--- config.mk ---
export PLATFORM = sky130hd
export DESIGN_NAME = mc_ctrl
export DESIGN_NICKNAME = d
export VERILOG_FILES = /design/src/rtl/mc_pkg.sv /design/src/rtl/mc_decode.sv /design/src/rtl/mc_ctrl.sv
export SDC_FILE = /design/constraint.sdc
export NUM_CORES = 1
export LEC_CHECK = 0
export ABC_CLOCK_PERIOD_IN_PS = 1200
export BUFFER_PORTS_ARGS = -buffer_cell sky130_fd_sc_hd__buf_2
export CAP_MARGIN = 20
export CORE_MARGIN = 4
export CORE_UTILIZATION = 40
export CTS_CLUSTER_SIZE = 10
export DETAILED_ROUTE_END_ITERATION = 8
export PLACE_DENSITY = 0.82
export SYNTH_ARGS = -nofsm -noshare
export SYNTH_HDL_FRONTEND = slang
export SYNTH_SLANG_ARGS = --single-unit
--- constraint.sdc ---
create_clock -name clk -period 1.2 [get_ports clk]
set_input_delay 0.18 -clock clk [delete_from_list [all_inputs] [get_ports clk]]
set_output_delay 0.18 -clock clk [all_outputs]
set_load 0.005 [all_outputs]
--- src/rtl/mc_pkg.sv ---
// mc_pkg: shared types and encodings for the multi-cycle control sequencer.
package mc_pkg;

  typedef enum logic [2:0] {
    ST_IDLE,
    ST_IF,
    ST_ID,
    ST_EX,
    ST_MEM,
    ST_WB,
    ST_HALT
  } state_e;

  typedef enum logic [2:0] {
    CL_RTYPE,
    CL_LW,
    CL_SW,
    CL_BEQ,
    CL_J,
    CL_ADDI
  } iclass_e;

  localparam logic [5:0] OP_RTYPE = 6'b000000;
  localparam logic [5:0] OP_LW    = 6'b100011;
  localparam logic [5:0] OP_SW    = 6'b101011;
  localparam logic [5:0] OP_BEQ   = 6'b000100;
  localparam logic [5:0] OP_J     = 6'b000010;
  localparam logic [5:0] OP_ADDI  = 6'b001000;

  localparam logic [1:0] ALUOP_ADD   = 2'b00;
  localparam logic [1:0] ALUOP_SUB   = 2'b01;
  localparam logic [1:0] ALUOP_FUNCT = 2'b10;

  localparam logic [1:0] SRCB_REG   = 2'b00;
  localparam logic [1:0] SRCB_FOUR  = 2'b01;
  localparam logic [1:0] SRCB_IMM   = 2'b10;
  localparam logic [1:0] SRCB_BROFF = 2'b11;

  localparam logic [1:0] PCSRC_ALU  = 2'b00;
  localparam logic [1:0] PCSRC_BR   = 2'b01;
  localparam logic [1:0] PCSRC_JUMP = 2'b10;

endpackage

--- src/rtl/mc_decode.sv ---
// mc_decode: combinational opcode classifier; flags anything unsupported as illegal.
module mc_decode
  import mc_pkg::*;
#(
  parameter int OPW = 6
) (
  input  logic [OPW-1:0] opcode_i,
  output iclass_e        class_o,
  output logic           legal_o
);

  // Map the opcode field onto an instruction class
  always_comb begin
    class_o = CL_RTYPE;
    legal_o = 1'b1;
    if (opcode_i == OPW'(OP_RTYPE))     class_o = CL_RTYPE;
    else if (opcode_i == OPW'(OP_LW))   class_o = CL_LW;
    else if (opcode_i == OPW'(OP_SW))   class_o = CL_SW;
    else if (opcode_i == OPW'(OP_BEQ))  class_o = CL_BEQ;
    else if (opcode_i == OPW'(OP_J))    class_o = CL_J;
    else if (opcode_i == OPW'(OP_ADDI)) class_o = CL_ADDI;
    else                                legal_o = 1'b0;
  end

endmodule

--- src/rtl/mc_ctrl.sv ---
// mc_ctrl: opcode-aware multi-cycle control sequencer with memory-ready stalls.
module mc_ctrl
  import mc_pkg::*;
#(
  parameter int OPW = 6
) (
  input  logic           clk,
  input  logic           nclr,
  input  logic           run,
  input  logic [OPW-1:0] opcode,
  input  logic           zero,
  input  logic           mem_rdy,
  output logic [4:0]     p,
  output logic           pc_write,
  output logic           ir_write,
  output logic           i_or_d,
  output logic           mem_read,
  output logic           mem_write,
  output logic           mem_to_reg,
  output logic           reg_write,
  output logic           reg_dst,
  output logic           alu_src_a,
  output logic [1:0]     alu_src_b,
  output logic [1:0]     alu_op,
  output logic [1:0]     pc_src,
  output logic           halted
);

  state_e  state_q, state_d;
  iclass_e class_q, class_d;
  logic    halted_q, halted_d;
  iclass_e dec_class;
  logic    dec_legal;
  state_e  done_state;

  mc_decode #(.OPW(OPW)) u_decode (
    .opcode_i (opcode),
    .class_o  (dec_class),
    .legal_o  (dec_legal)
  );

  assign done_state = run ? ST_IF : ST_IDLE;
  assign halted     = halted_q;

  // State, latched instruction class and sticky halt flag
  always_ff @(posedge clk) begin
    if (!nclr) begin
      state_q  <= ST_IDLE;
      class_q  <= CL_RTYPE;
      halted_q <= 1'b0;
    end else begin
      state_q  <= state_d;
      class_q  <= class_d;
      halted_q <= halted_d;
    end
  end

  // Next-state selection and per-state datapath controls
  always_comb begin
    state_d    = state_q;
    class_d    = class_q;
    halted_d   = halted_q;
    p          = 5'b00000;
    pc_write   = 1'b0;
    ir_write   = 1'b0;
    i_or_d     = 1'b0;
    mem_read   = 1'b0;
    mem_write  = 1'b0;
    mem_to_reg = 1'b0;
    reg_write  = 1'b0;
    reg_dst    = 1'b0;
    alu_src_a  = 1'b0;
    alu_src_b  = SRCB_REG;
    alu_op     = ALUOP_ADD;
    pc_src     = PCSRC_ALU;
    case (state_q)
      ST_IDLE: begin
        if (run) state_d = ST_IF;
      end
      ST_IF: begin
        p         = 5'b00001;
        mem_read  = 1'b1;
        alu_src_b = SRCB_FOUR;
        ir_write  = mem_rdy;
        pc_write  = mem_rdy;
        if (mem_rdy) state_d = ST_ID;
      end
      ST_ID: begin
        p         = 5'b00010;
        alu_src_b = SRCB_BROFF;
        if (dec_legal) begin
          class_d = dec_class;
          state_d = ST_EX;
        end else begin
          halted_d = 1'b1;
          state_d  = ST_HALT;
        end
      end
      ST_EX: begin
        p = 5'b00100;
        case (class_q)
          CL_RTYPE: begin
            alu_src_a = 1'b1;
            alu_op    = ALUOP_FUNCT;
            state_d   = ST_WB;
          end
          CL_LW, CL_SW: begin
            alu_src_a = 1'b1;
            alu_src_b = SRCB_IMM;
            state_d   = ST_MEM;
          end
          CL_ADDI: begin
            alu_src_a = 1'b1;
            alu_src_b = SRCB_IMM;
            state_d   = ST_WB;
          end
          CL_BEQ: begin
            alu_src_a = 1'b1;
            alu_op    = ALUOP_SUB;
            pc_src    = PCSRC_BR;
            pc_write  = zero;
            state_d   = done_state;
          end
          CL_J: begin
            pc_src   = PCSRC_JUMP;
            pc_write = 1'b1;
            state_d  = done_state;
          end
          default: state_d = ST_IDLE;
        endcase
      end
      ST_MEM: begin
        p         = 5'b01000;
        i_or_d    = 1'b1;
        mem_read  = (class_q == CL_LW);
        mem_write = (class_q == CL_SW);
        if (mem_rdy) state_d = (class_q == CL_LW) ? ST_WB : done_state;
      end
      ST_WB: begin
        p          = 5'b10000;
        reg_write  = 1'b1;
        reg_dst    = (class_q == CL_RTYPE);
        mem_to_reg = (class_q == CL_LW);
        state_d    = done_state;
      end
      ST_HALT: begin
        state_d = ST_HALT;
      end
      default: state_d = ST_IDLE;
    endcase
  end

endmodule

### Yosys cells after proc, flatten, opt, wreduce, memory -nomap -nowiden

Cells that the tools add are included.

* input bits: 11
* bits in registers: 7
* memory bits (read-only): 0
* memories: 0
* bits in latches: 0
* bits in writable memories: 0

* div/mod/pow operators: 0
* bitwise operators: 1
* equality and inequality tests: 19
* magnitude comparators: 0
* reduce and logical (&&, ||, !) cells: 11
* shifts and indexed selects: 0
* $mul: 0
* mux-type cells: 38
* add/subtract/negate cells: 0

Operators by type and width (count)
* 3-bit 2-to-1 mux: 11
* 5-bit one-hot mux with 5 select lines: 1
* 3-bit one-hot mux with 7 select lines: 1
* 3-bit == test (second input constant): 5
* 1-bit 2-to-1 mux: 15
* 3-bit by 2-bit == test with 1-bit output (second input constant): 4
* 6-bit == test (second input constant): 2
* 3-bit one-hot mux with 3 select lines: 1
* 2-bit one-hot mux with 2 select lines: 2
* 3-bit by 1-bit == test with 1-bit output (second input constant): 2
* 6-bit by 2-bit == test with 1-bit output (second input constant): 1
* 6-bit by 3-bit == test with 1-bit output (second input constant): 1
* 6-bit by 4-bit == test with 1-bit output (second input constant): 1
* 3-bit logical NOT: 2
* 6-bit logical NOT: 1
* 2-bit 2-to-1 mux: 3
* 2-bit inequality test (second input constant): 3
* 1-bit one-hot mux with 2 select lines: 3
* 2-bit one-hot mux with 3 select lines: 1
* 2-bit OR reduction: 3
* 5-bit OR reduction: 1
* 2-bit AND reduction: 2
* 3-bit AND reduction: 1
* 3-bit OR reduction: 1
* 1-bit inverter: 1

### Logic depth before layout (Yosys ltp)

Gate-level depths: netlist (run 1).

* word-level depth: 9
* mapped depth: 5

### Cells and area by module

A second synthesis (run 1) with hierarchy kept.

* cell total of the unflattened synthesis: 93
* area, all modules: 718.2 um^2

Modules (own cells, without submodules)
* mc_ctrl: instances 1, cells each 78, area each 615.6 um^2, seq. area each 140.1 um^2
* mc_decode: instances 1, cells each 15, area each 102.6 um^2, seq. area each 0.0 um^2

### Least setup slack after synthesis (run 1)

Ideal clock, no wire load.

* path type: reg-to-output
* start: reg state_q[0]
* end: out mem_read
* data arrival time: 1.187 ns
* stages on the path, launching flop included: 4
* path slack: -0.167 ns
* path buffers: 1
* cells stage by stage: dfxtp_1 clkbuf_1 or3_1 o31ai_1

* word-level cells in the longest chain between the ends: 2

RTL lines
* start, declared: line mc_ctrl.sv:29 `state_e state_q, state_d;`
* start signal, assigned: line mc_ctrl.sv:52 `state_q <= state_d;`
* 3-bit == test / 3-bit by 1-bit == test with 1-bit output (equally long branches): line mc_ctrl.sv:76 `case (state_q)`
* 1-bit one-hot mux with 2 select lines *: line mc_ctrl.sv:76
* end, declared: line mc_ctrl.sv:17 `output logic mem_read,`

Mark *: on every way between the ends. The rest lies on a longest branch, timed or not.

### Worst setup path in the final report (run 1)

* start: reg state_q[2]
* end: out p[2]

* word-level cells in the longest chain between the ends: 2

RTL lines
* 3-bit == test, or another cell as far along: line mc_ctrl.sv:76
* 5-bit one-hot mux with 5 select lines *: line mc_ctrl.sv:76
* end, declared: line mc_ctrl.sv:13 `output logic [4:0] p,`

Marks and branches as above.

==> load_flow_metrics.sql, run 1 <==
INSERT INTO impl_metrics (metric_group, metric, value, unit) VALUES
('global_routing', 'grt_overflow', '0', ''),
('critical_path', 'cpPeakStageDelay', '0.36', 'ns'),
('logic_synthesis', 'yosys_most_used_dff', 'dfxtp_1', ''),
('place', 'detailedPlacementHpwl', '1.803', 'mm'),
('floorplan', 'core_area', '1594', 'sq um'),
('hold_path', 'min_path_type', 'input port to flop', ''),
('floorplan', 'die_height', '50', 'um'),
('logic_synthesis', 'postSynth.asyncResetShare', '0', '%'),
('routing', 'remaining_drc_errors', '0', ''),
('timing', 'maxSlewViolCount', '0', ''),
('timing', 'setup_viol', '26', ''),
('global_routing', 'first_global_vias', '933', ''),
('logic_synthesis', 'synth_area_per_cell', '6.918', 'sq um'),
('timing', 'max-slew-margin-rel', '67.82', '%'),
('critical_path', 'critPathKind', 'flop to primary output', ''),
('logic_synthesis', 'yosys_warnings', '0', ''),
('clocking', 'tritoncts_num_sinks', '7', ''),
('logic_synthesis', 'synth_nets', '114', ''),
('critical_path', 'regToRegSetupSlack', '-0.37', 'ns'),
('critical_path', 'r2r_end', 'state_q[0]', ''),
('finish', 'n_antenna_cell', '0', ''),
('critical_path', 'required_time_of_the_worst_setup_path', '1.02', 'ns'),
('routing', 'routed_wire_length_per_instance', '14.17', 'um'),
('logic_synthesis', 'seq_area_frac_synth', '19.86', '%'),
('routing', 'vias', '1009', ''),
('floorplan', 'start_util', '44.27', '%'),
('routing', 'drt_first_pass_iters', '5', ''),
('pwr', 'pwr_density_cell', '651.7', 'nW/um^2'),
('global_routing', 'wire_length_of_the_first_global_routing_pass', '3.981', 'mm'),
('timing', 'rsz0062_at_grt', 'yes', ''),
('timing', 'final.setup.worst_slack', '-0.4268', 'ns'),
('critical_path', 'cp_max_fo', '6', ''),
('hold_path', 'worstHoldEndpoint', 'class_q[2]', ''),
('critical_path', 'worst-path-buf-inv', '3', ''),
('logic_synthesis', 'synthMostInstantiatedCell', 'nor2_1', ''),
('clocking', 'ctsHtreeMaxLevel', '1', ''),
('timing', 'finalCriticalPeriod', '1.627', 'ns'),
('finish', 'final_core_utilization', '81.55', '%'),
('global_routing', 'global_route.usage.total', '20.45', '%'),
('finish', 'design_area', '1300', 'sq um'),
('pwr', 'power.static_leakage', '0.6031', 'nW'),
('global_routing', 'number_of_antenna_violations_at_the_first_check_in_global_routing', '0', ''),
('finish', 'final_layout_size_suffix_gt1_share', '62.50', '%'),
('place', 'io_buffers', '31', ''),
('logic_synthesis', 'yosysTopAreaCell', 'dfxtp_1', ''),
('critical_path', 'cpLargestDelayFamily', 'buffers and inverters', ''),
('hold_path', 'worst_hold_startpoint', 'nclr', ''),
('run_status', 'violations', 'negative setup slack', ''),
('critical_path', 'critPathLaunchType', 'flop', ''),
('logic_synthesis', 'post_synth_inst_count', '102', ''),
('clocking', 'clock_tree_from_tritoncts', 'built', ''),
('timing', 'totalNegativeSetupSlack', '-7.121', 'ns'),
('routing', 'detail_route.vias_per_cell', '5.484', ''),
('critical_path', 'path_cells', 'nand3b_1, buf_4, buf_6, nor2_4, buf_2', ''),
('floorplan', 'die_w', '50', 'um'),
('critical_path', 'rr_worst_depth', '6', ''),
('clocking', 'cts_inserted_buffers', '3', ''),
('pwr', 'vdd.ir_drop.worst', '0.0006659', 'V'),
('run_status', 'status', 'finished, violations left', ''),
('floorplan', 'row_count', '14', ''),
('place', 'placed_cell_area', '1067', 'sq um'),
('critical_path', 'timing.rr.start', 'state_q[2]', ''),
('logic_synthesis', 'ys_top_cells_by_area', 'dfxtp_1 20%, nor2_1 6.4%, nand2_1 5.3%, nor2b_1 3.5%, inv_1 3.2%', ''),
('floorplan', 'pin_count', '32', ''),
('pwr', 'total_power', '0.8472', 'mW'),
('hold_path', 'hold_crit_depth', '3', ''),
('global_routing', 'grt_max_degree', '10', ''),
('critical_path', 'critical_path.slowest_cell', 'dfxtp_4', ''),
('floorplan', 'floorplan.die_area', '2500', 'sq um'),
('logic_synthesis', 'synth_top_cells_by_count', '12 x nor2_1, 10 x nand2_1, 7 x dfxtp_1, 6 x inv_1', ''),
('timing', 'final.period_utilization', '135.6', '%');
[per-layer routing]
metal,GRT usage [%],vias to the layer above,part of all wire (%)
met2,39.13,47,53
li1,-,484,-
met3,2.410,8,6.0
met1,20.61,470,38
met4,11.98,0,2.5
met5,0,-,0
[report_power, final]
part,internal [mW],switching [mW],total (mW)
clock network,0.127,0.0912,0.218
registers,0.243,0.0193,0.263
logic,0.191,0.175,0.366
[registers in the layout (all words and copies together), names as in the netlist]
signal / flops
halted: 1
state_q: 3
class_q: 3
[placed cells by master (no fill, tap or decap), drive strengths merged, types with 2 or more instances in the layout]
cell type	count
nand2b	2
clkbuf	4
o21ai	6
nand4b	2
o31a	2
and2	2
o21a	2
buf	62
inv	7
dfxtp	7
a31oi	3
a21o	2
nor3	3
nand3	3
mux2i	2
nand3b	3
nor2b	4
nand2	10
nor2	13
nor4	3
[cells by family (layout without fill, tap and decap cells)]
family	after synthesis	after routing	share of synthesized area (%)
mux	2	2	2.837
xor+xnor	2	2	2.483
flops	7	7	19.86
compound gates	24	24	23.41
simple gates	50	50	39.01
buf+inv	15	73	9.041
fa+ha+maj	2	2	3.368
[area by class of cell]
type,count,area (sq um)
Clock buffer,4,26.28
Fill cell,102,294.0
Inverter,7,26.28
Multi-Input combinational cell,80,651.9
Sequential cell,7,155.1
Tap cell,24,30.03
Timing Repair Buffer,62,410.4
[tightest hold or removal path, cell delays in order]
cell	delay (ns)
buf_2	0.15
nand3_2	0.07
o21ai_1	0.05
[how the worst max path moves through the flow]
stage	startpoint	end	slack, ns	cells past startpoint
3_3_place_gp	state_q[1]	class_q[0]	-0.18	3
5_1_grt	state_q[2]	pc_write	-0.54	4
2_1_floorplan	state_q[1]	pc_write	-0.14	4
4_1_cts	state_q[2]	pc_write	-0.37	4
6_report	state_q[2]	p[2]	-0.43	5
3_5_place_dp	state_q[1]	class_q[0]	-0.21	3
[per-stage QoR]
| stage | std cells | hold WS [ns] |
|---|---|---|
| 6_report | 184 | 0.2420 |
| 5_1_grt | 184 | 0.2661 |
| 4_1_cts | 182 | 0.2262 |
| 3_5_place_dp | 176 | 0.4344 |
| 3_3_place_gp | 176 | 0.4316 |
| 2_1_floorplan | 102 | 0.3421 |
[timing repair]
| action | 4_1_cts | 5_1_grt |
|---|---|---|
| pin swaps | 11 | 3 |
| buffers inserted | 2 | 4 |
| resized for setup | 28 | 20 |
| endpoints found under the setup margin | 27 | 26 |
Power figures use the tool's default switching activity.
==> inputs of run 2 (changes only) <==
--- a/config.mk
+++ b/config.mk
@@ -9,10 +9,10 @@
 export BUFFER_PORTS_ARGS = -buffer_cell sky130_fd_sc_hd__buf_2
 export CAP_MARGIN = 20
 export CORE_MARGIN = 4
-export CORE_UTILIZATION = 40
+export CORE_UTILIZATION = 35
 export CTS_CLUSTER_SIZE = 10
 export DETAILED_ROUTE_END_ITERATION = 8
-export PLACE_DENSITY = 0.82
+export PLACE_DENSITY = 0.74
 export SYNTH_ARGS = -nofsm -noshare
 export SYNTH_HDL_FRONTEND = slang
 export SYNTH_SLANG_ARGS = --single-unit
==> run 2 against run 1 <==
  * Die area rose by 12%
  * Critical path type unchanged
  * Clock skew down 0.0026 ns
  * Via count grew 5.1%
  * Clock power about the same
  * Global-route usage rose by 1.6 points
  * Routed wire length grew 19%
  * Maximum frequency rose by 1.9%
  * Critical endpoint is now p[3]
  * Power rose by 9.2%
  * Non-clock buffer count is 5 higher
  * Worst hold slack got worse by 0.0074 ns
  * The flow still finishes with violations (negative setup slack)
==> load_flow_metrics.sql, run 2 (synthesis gave the netlist of run 1 again) <==
INSERT INTO impl_metrics (metric_group, metric, value, unit) VALUES
('clocking', 'hold_buffers', '0', ''),
('routing', 'vias', '1060', ''),
('finish', 'final_core_utilization', '74.71', '%'),
('global_routing', 'first_global_vias', '1008', ''),
('critical_path', 'worst_ep_arrival_time', '1.42', 'ns'),
('run_status', 'violations', 'negative setup slack', ''),
('routing', 'detail_route.vias_per_cell', '5.579', ''),
('routing', 'drt_first_pass_iters', '4', ''),
('routing', 'remaining_drc_errors', '0', ''),
('timing', 'hold_viol_final', '0', ''),
('floorplan', 'die_height', '52.90', 'um'),
('routing', 'postRouteAntennaNets', '0', ''),
('timing', 'rsz0062_at_grt', 'yes', ''),
('pwr', 'pwr_density_cell', '680.0', 'nW/um^2'),
('finish', 'layout_commonest_cell', 'buf_2', ''),
('critical_path', 'worst-path-buf-inv', '3', ''),
('place', 'detailedPlacementHpwl', '1.899', 'mm'),
('finish', 'n_antenna_cell', '0', ''),
('critical_path', 'required_time_of_the_worst_setup_path', '1.02', 'ns'),
('clocking', 'cts_inserted_buffers', '3', ''),
('run_status', 'status', 'finished, violations left', ''),
('critical_path', 'cp_max_fo', '5', ''),
('critical_path', 'end_kind', 'primary output', ''),
('floorplan', 'start_util', '38.76', '%'),
('critical_path', 'cpPeakStageDelay', '0.37', 'ns'),
('routing', 'routed_wirelength', '3.092', 'mm'),
('place', 'finalWeightedCongestion', '0.9037', ''),
('pwr', 'vdd.ir_drop.worst', '0.0004140', 'V'),
('critical_path', 'critPathKind', 'flop to primary output', ''),
('timing', 'clock.fmax', '626.6', 'MHz'),
('place', 'placed_cells', '173', ''),
('critical_path', 'critical_path.slowest_cell', 'dfxtp_4', ''),
('place', 'io_buffers', '31', ''),
('pwr', 'power.static_leakage', '0.6356', 'nW'),
('clocking', 'tritoncts_num_sinks', '7', ''),
('routing', 'route.layer.met1.wl', '1.185', 'mm'),
('hold_path', 'min_path_type', 'input port to flop', ''),
('clocking', 'cts-root-buf', 'clkbuf_4', ''),
('global_routing', 'wire_length_of_the_first_global_routing_pass', '4.443', 'mm'),
('job', 'max_cap_violations', '0', ''),
('clocking', 'cts.path.max_buffers', '2', ''),
('finish', 'area_growth_syn_to_layout', '92.73', '%'),
('timing', 'max-slew-margin-rel', '70.79', '%'),
('finish', 'final_cells', '190', ''),
('finish', 'layout.filler_cells', '128', ''),
('finish', 'nets', '178', ''),
('routing', 'met2RoutedLength', '1.612', 'mm'),
('critical_path', 'cpLargestDelayFamily', 'simple AND/OR/NAND/NOR gates', ''),
('critical_path', 'critPathLaunchType', 'flop', ''),
('routing', 'maxUsedRoutingLayer', 'met4', ''),
('timing', 'finalCriticalPeriod', '1.596', 'ns'),
('timing', 'final.period_utilization', '133.0', '%'),
('floorplan', 'floorplan.die_area', '2798', 'sq um'),
('timing', 'final_skew', '0.0007538', 'ns'),
('routing', 'routed_wire_length_per_instance', '16.27', 'um'),
('pwr', 'total_power', '0.9248', 'mW'),
('global_routing', 'global_route.usage.total', '22.06', '%'),
('floorplan', 'row_count', '15', ''),
('global_routing', 'grt_max_degree', '10', ''),
('clocking', 'clock_tree_from_tritoncts', 'built', ''),
('finish', 'most-common-layout-cells', '30 x buf_2, 27 x buf_4, 10 x buf_6', ''),
('floorplan', 'pin_count', '32', ''),
('global_routing', 'number_of_antenna_violations_at_the_first_check_in_global_routing', '0', ''),
('timing', 'setup_viol', '26', ''),
('clocking', 'clk_pin_slew', '0.05', 'ns'),
('clocking', 'ctsHtreeMaxLevel', '1', ''),
('routing', 'dr_wl_met3', '179', 'um'),
('global_routing', 'grt_overflow', '0', ''),
('floorplan', 'core_area', '1821', 'sq um'),
('clocking', 'clk_latency', '0.25', 'ns'),
('floorplan', 'die_w', '52.90', 'um'),
('finish', 'final_layout_size_suffix_gt1_share', '64.24', '%'),
('timing', 'final.setup.worst_slack', '-0.3959', 'ns'),
('routing', 'drt_first_iter_violations', '30', ''),
('timing', 'worst_slew_pin_slew', '0.4272', 'ns'),
('timing', 'maxSlewViolCount', '0', ''),
('critical_path', 'path_cells', 'inv_2, or3_4, buf_4, nor2_1, buf_2', '');
-- run 2: changes by cell type in the layout (fill, tap and decap cells not counted), moves of 2 or more --
cell / change
nand2_1: -2
nand2_2: +2
buf_4: +2
nor2_2: -3
buf_6: +4
nor2_1: +2
-- run 2: repair_timing --
| item | 4_1_cts | 5_1_grt |
|---|---|---|
| buffers inserted | 12 | 2 |
| endpoints found under the hold margin | 0 | 0 |
| gates resized for setup | 40 | 14 |
| pin swaps | 11 | 7 |
| setup endpoints to repair | 27 | 26 |
-- run 2: area by class of cell --
cell class | instances | area [sq um] | share of cell area, %
multi-input combinational | 80 | 653.1 | 48.02
timing repair buffer | 67 | 465.4 | 34.22
sequential | 7 | 157.7 | 11.59
tap | 25 | 31.28 | 2.300
clock buffer | 4 | 26.28 | 1.932
inverter | 7 | 26.28 | 1.932
-- run 2: path summary, 6_finish.rpt --
kind | start | end | slack (ns) | cells after the start
hold / removal | nclr | state_q[1] | 0.23 | 2
setup / recovery | state_q[2] | p[3] | -0.40 | 5
setup reg to reg | state_q[1] | state_q[0] | -0.29 | 5
hold reg to reg | halted | halted | 0.46 | 2
-- run 2: power by group --
part	switching (mW)	total, mW	internal (mW)
Combinational	0.199	0.438	0.239
Sequential	0.0231	0.267	0.244
Clock	0.0924	0.220	0.127
Total	0.315	0.925	0.610
-- run 2: metal layers --
layer,vias to the layer above,track usage [%]
li1,485,-
met1,509,20.57
met2,54,43.18
met3,12,1.690
met4,0,17.02
met5,-,0
-- run 2: per-stage QoR --
step                      hold WS (ns)  area (sq um)  worst slack (ns)  TNS [ns]
final                           0.2346          1360           -0.3959    -6.415
after global placement          0.4342          1039           -0.2143    -2.748
after floorplan                 0.3421         726.9           -0.1379   -0.5326
after CTS                       0.2272          1287           -0.3667    -5.787
after global routing            0.2452          1360           -0.4396    -7.548
after detailed placement        0.4339          1039           -0.2799    -3.553
==> inputs of run 3 (changes only) <==
--- a/config.mk
+++ b/config.mk
@@ -5,14 +5,14 @@
 export SDC_FILE = /design/constraint.sdc
 export NUM_CORES = 1
 export LEC_CHECK = 0
-export ABC_CLOCK_PERIOD_IN_PS = 1200
+export ABC_CLOCK_PERIOD_IN_PS = 1800
 export BUFFER_PORTS_ARGS = -buffer_cell sky130_fd_sc_hd__buf_2
 export CAP_MARGIN = 20
 export CORE_MARGIN = 4
 export CORE_UTILIZATION = 35
 export CTS_CLUSTER_SIZE = 10
 export DETAILED_ROUTE_END_ITERATION = 8
-export PLACE_DENSITY = 0.74
+export PLACE_DENSITY = 0.72
 export SYNTH_ARGS = -nofsm -noshare
 export SYNTH_HDL_FRONTEND = slang
 export SYNTH_SLANG_ARGS = --single-unit
==> constraint.sdc (replaced) <==
create_clock -name clk -period 1.8 [get_ports clk]
set_input_delay 0.27 -clock clk [delete_from_list [all_inputs] [get_ports clk]]
set_output_delay 0.27 -clock clk [all_outputs]
set_load 0.005 [all_outputs]
==> run 3 against run 2 <==
  * The run now ends clean
  * Sequential cell count stayed put
  * Cell count fell by 18%
  * Routed wire length decreased by 38%
  * Clock-buffer cell count stayed put
  * Via count down 22%
  * Sequential power fell by 31%
  * Register-to-register slack improved by 0.65 ns
  * Critical path type unchanged
  * Clock power shrank 35%
  * Critical endpoint is now mem_read
  * Utilization down 25 points
  * Die area did not move
==> load_flow_metrics.sql, run 3 (synthesis gave the netlist of run 1 again) <==
INSERT INTO impl_metrics (metric_group, metric, value, unit) VALUES
('run_status', 'status', 'completed', ''),
('global_routing', 'number_of_antenna_violations_at_the_first_check_in_global_routing', '0', ''),
('timing', 'setup_viol', '0', ''),
('timing', 'max-slew-margin-rel', '74.24', '%'),
('routing', 'vias', '823', ''),
('place', 'finalWeightedCongestion', '0.8086', ''),
('clocking', 'clk_latency', '0.25', 'ns'),
('timing', 'worst_slew_pin_slew', '0.3767', 'ns'),
('finish', 'area_growth_syn_to_layout', '29.43', '%'),
('critical_path', 'cpPeakStageDelay', '0.39', 'ns'),
('pwr', 'power.switching', '0.1460', 'mW'),
('pwr', 'clockPowerShare', '30.8', '%'),
('timing', 'rsz0062_at_grt', 'no', ''),
('floorplan', 'pin_count', '32', ''),
('clocking', 'cts-root-buf', 'clkbuf_4', ''),
('finish', 'layout_commonest_cell', 'buf_2', ''),
('critical_path', 'critical_path.slowest_cell', 'dfxtp_4', ''),
('timing', 'hold_viol_final', '0', ''),
('critical_path', 'path_cells', 'inv_2, or3_4, o31ai_2, buf_2', ''),
('global_routing', 'first_global_vias', '705', ''),
('routing', 'postRouteAntennaNets', '0', ''),
('timing', 'maxSlewViolCount', '0', ''),
('global_routing', 'global_route.usage.total', '14.58', '%'),
('hold_path', 'min_path_type', 'input port to flop', ''),
('timing', 'final.period_utilization', '94.15', '%'),
('pwr', 'netSwitchingFraction', '31.60', '%'),
('timing', 'clock.fmax', '590.1', 'MHz'),
('clocking', 'clk_pin_slew', '0.05', 'ns'),
('pwr', 'power.static_leakage', '0.4278', 'nW'),
('finish', 'multiInputGateArea', '511.7', 'sq um'),
('floorplan', 'floorplan.die_area', '2798', 'sq um'),
('critical_path', 'critPathLaunchType', 'flop', ''),
('critical_path', 'cp_max_fo', '10', ''),
('clocking', 'cts_inserted_buffers', '3', ''),
('global_routing', 'grt_max_degree', '14', ''),
('finish', 'most-common-layout-cells', '31 x buf_2, 12 x nor2_1, 10 x nand2_1', ''),
('routing', 'drt_first_iter_violations', '15', ''),
('timing', 'totalNegativeSetupSlack', '0', 'ns'),
('place', 'placed_cell_area', '869.6', 'sq um'),
('finish', 'final_cells', '156', ''),
('place', 'placed_cells', '152', ''),
('finish', 'nets', '144', ''),
('critical_path', 'worst_ep_arrival_time', '1.42', 'ns'),
('hold_path', 'hold_crit_depth', '2', ''),
('floorplan', 'core_area', '1821', 'sq um'),
('critical_path', 'required_time_of_the_worst_setup_path', '1.53', 'ns'),
('critical_path', 'end_kind', 'primary output', ''),
('floorplan', 'row_count', '15', ''),
('clocking', 'postCtsSetupRepairBufs', '0', ''),
('routing', 'routed_wirelength', '1.909', 'mm'),
('pwr', 'pwr_density_cell', '505.9', 'nW/um^2'),
('job', 'max_cap_violations', '0', ''),
('finish', 'design_area', '913.4', 'sq um'),
('pwr', 'power.combinational.fraction', '29.6', '%'),
('pwr', 'seq_pwr_share', '39.6', '%'),
('routing', 'detail_route.vias_per_cell', '5.276', ''),
('global_routing', 'grt_overflow', '0', ''),
('place', 'io_buffers', '31', ''),
('clocking', 'clock_tree_from_tritoncts', 'built', ''),
('pwr', 'vdd.ir_drop.worst', '0.0003016', 'V'),
('place', 'detailedPlacementHpwl', '1.493', 'mm'),
('global_routing', 'wire_length_of_the_first_global_routing_pass', '3.015', 'mm'),
('finish', 'final_layout_size_suffix_gt1_share', '35.88', '%'),
('floorplan', 'start_util', '38.76', '%'),
('clocking', 'hold_buffers', '0', ''),
('clocking', 'cts.path.max_buffers', '2', ''),
('finish', 'layout.filler_cells', '193', ''),
('finish', 'ff_latch_area', '147.6', 'sq um'),
('routing', 'drt_first_pass_iters', '4', ''),
('timing', 'final_skew', '0.002897', 'ns'),
('clocking', 'tritoncts_num_sinks', '7', ''),
('clocking', 'ctsHtreeMaxLevel', '1', ''),
('routing', 'routed_wire_length_per_instance', '12.24', 'um'),
('critical_path', 'rr_worst_depth', '3', ''),
('pwr', 'power_report.internal_total', '0.3161', 'mW'),
('floorplan', 'die_height', '52.90', 'um'),
('finish', 'n_antenna_cell', '0', ''),
('routing', 'remaining_drc_errors', '0', ''),
('critical_path', 'critPathKind', 'flop to primary output', ''),
('floorplan', 'die_w', '52.90', 'um'),
('timing', 'finalCriticalPeriod', '1.695', 'ns');
==> run 3: cell types whose count changed in the layout (fill, tap and decap cells not counted), sizes merged <==
| cell | before | now |
|---|---|---|
| buf | 67 | 33 |
==> run 3: layer usage <==
| metal | part of all wire (%) | routed length, um | vias up | global-route usage (%) |
|---|---|---|---|---|
| met5 | 0 | 0 | - | 0 |
| met4 | 2.8 | 53 | 0 | 8.936 |
| met3 | 8.7 | 167 | 5 | 1.972 |
| met2 | 45 | 867 | 33 | 23.55 |
| met1 | 43 | 821 | 363 | 18.07 |
| li1 | - | - | 422 | - |
==> run 3: timing repair <==
item                                    4_1_cts  5_1_grt
hold endpoints to repair                      0        0
endpoints found under the setup margin        1        5
resized for setup                             1        6
==> run 3: per-stage QoR <==
| step | hold WS [ns] | util (%) | worst slack (ns) | power (mW) |
|---|---|---|---|---|
| after floorplan | 0.4321 | - | 0.3435 | 0.2618 |
| after global placement | 0.4304 | 47.77 | 0.2584 | 0.3148 |
| after detailed placement | 0.4443 | 47.77 | 0.1995 | 0.3184 |
| after CTS | 0.3177 | 49.28 | 0.01670 | 0.4667 |
| after global routing | 0.3447 | 50.17 | 0.03035 | 0.4937 |
| final | 0.3252 | 50.17 | 0.1054 | 0.4621 |
==> run 3: layout make-up <==
cell class	count	area share, %
sequential	7	16.16
timing repair buffer	33	18.63
multi-input combinational	80	56.03
clock buffer	4	2.877
tap	25	3.425
inverter	7	2.877
==> run 3: critical path, delay by kind of cell, from the launching register on <==
family / cells / cell delay [ns]
AO/OA/AOI/OAI: 1 / 0.21
buffers and inverters: 2 / 0.22
flip-flops: 1 / 0.39
AND/OR/NAND/NOR: 1 / 0.36
==> run 3: path summary, 6_finish.rpt <==
kind               from  slack [ns]          to
max          state_q[2]        0.11    mem_read
min                nclr        0.33  state_q[1]
max reg2reg  state_q[1]        0.36  class_q[0]
min reg2reg      halted        0.45      halted
==> run 3: power by group through the flow <==
stage | Clock, mW | Combinational (mW) | Sequential [mW]
CTS | 0.151 | 0.135 | 0.181
finish | 0.142 | 0.137 | 0.183
global route | 0.155 | 0.154 | 0.185
detailed placement | 0 | 0.134 | 0.184
global placement | 0 | 0.131 | 0.183
floorplan | 0 | 0.0900 | 0.172
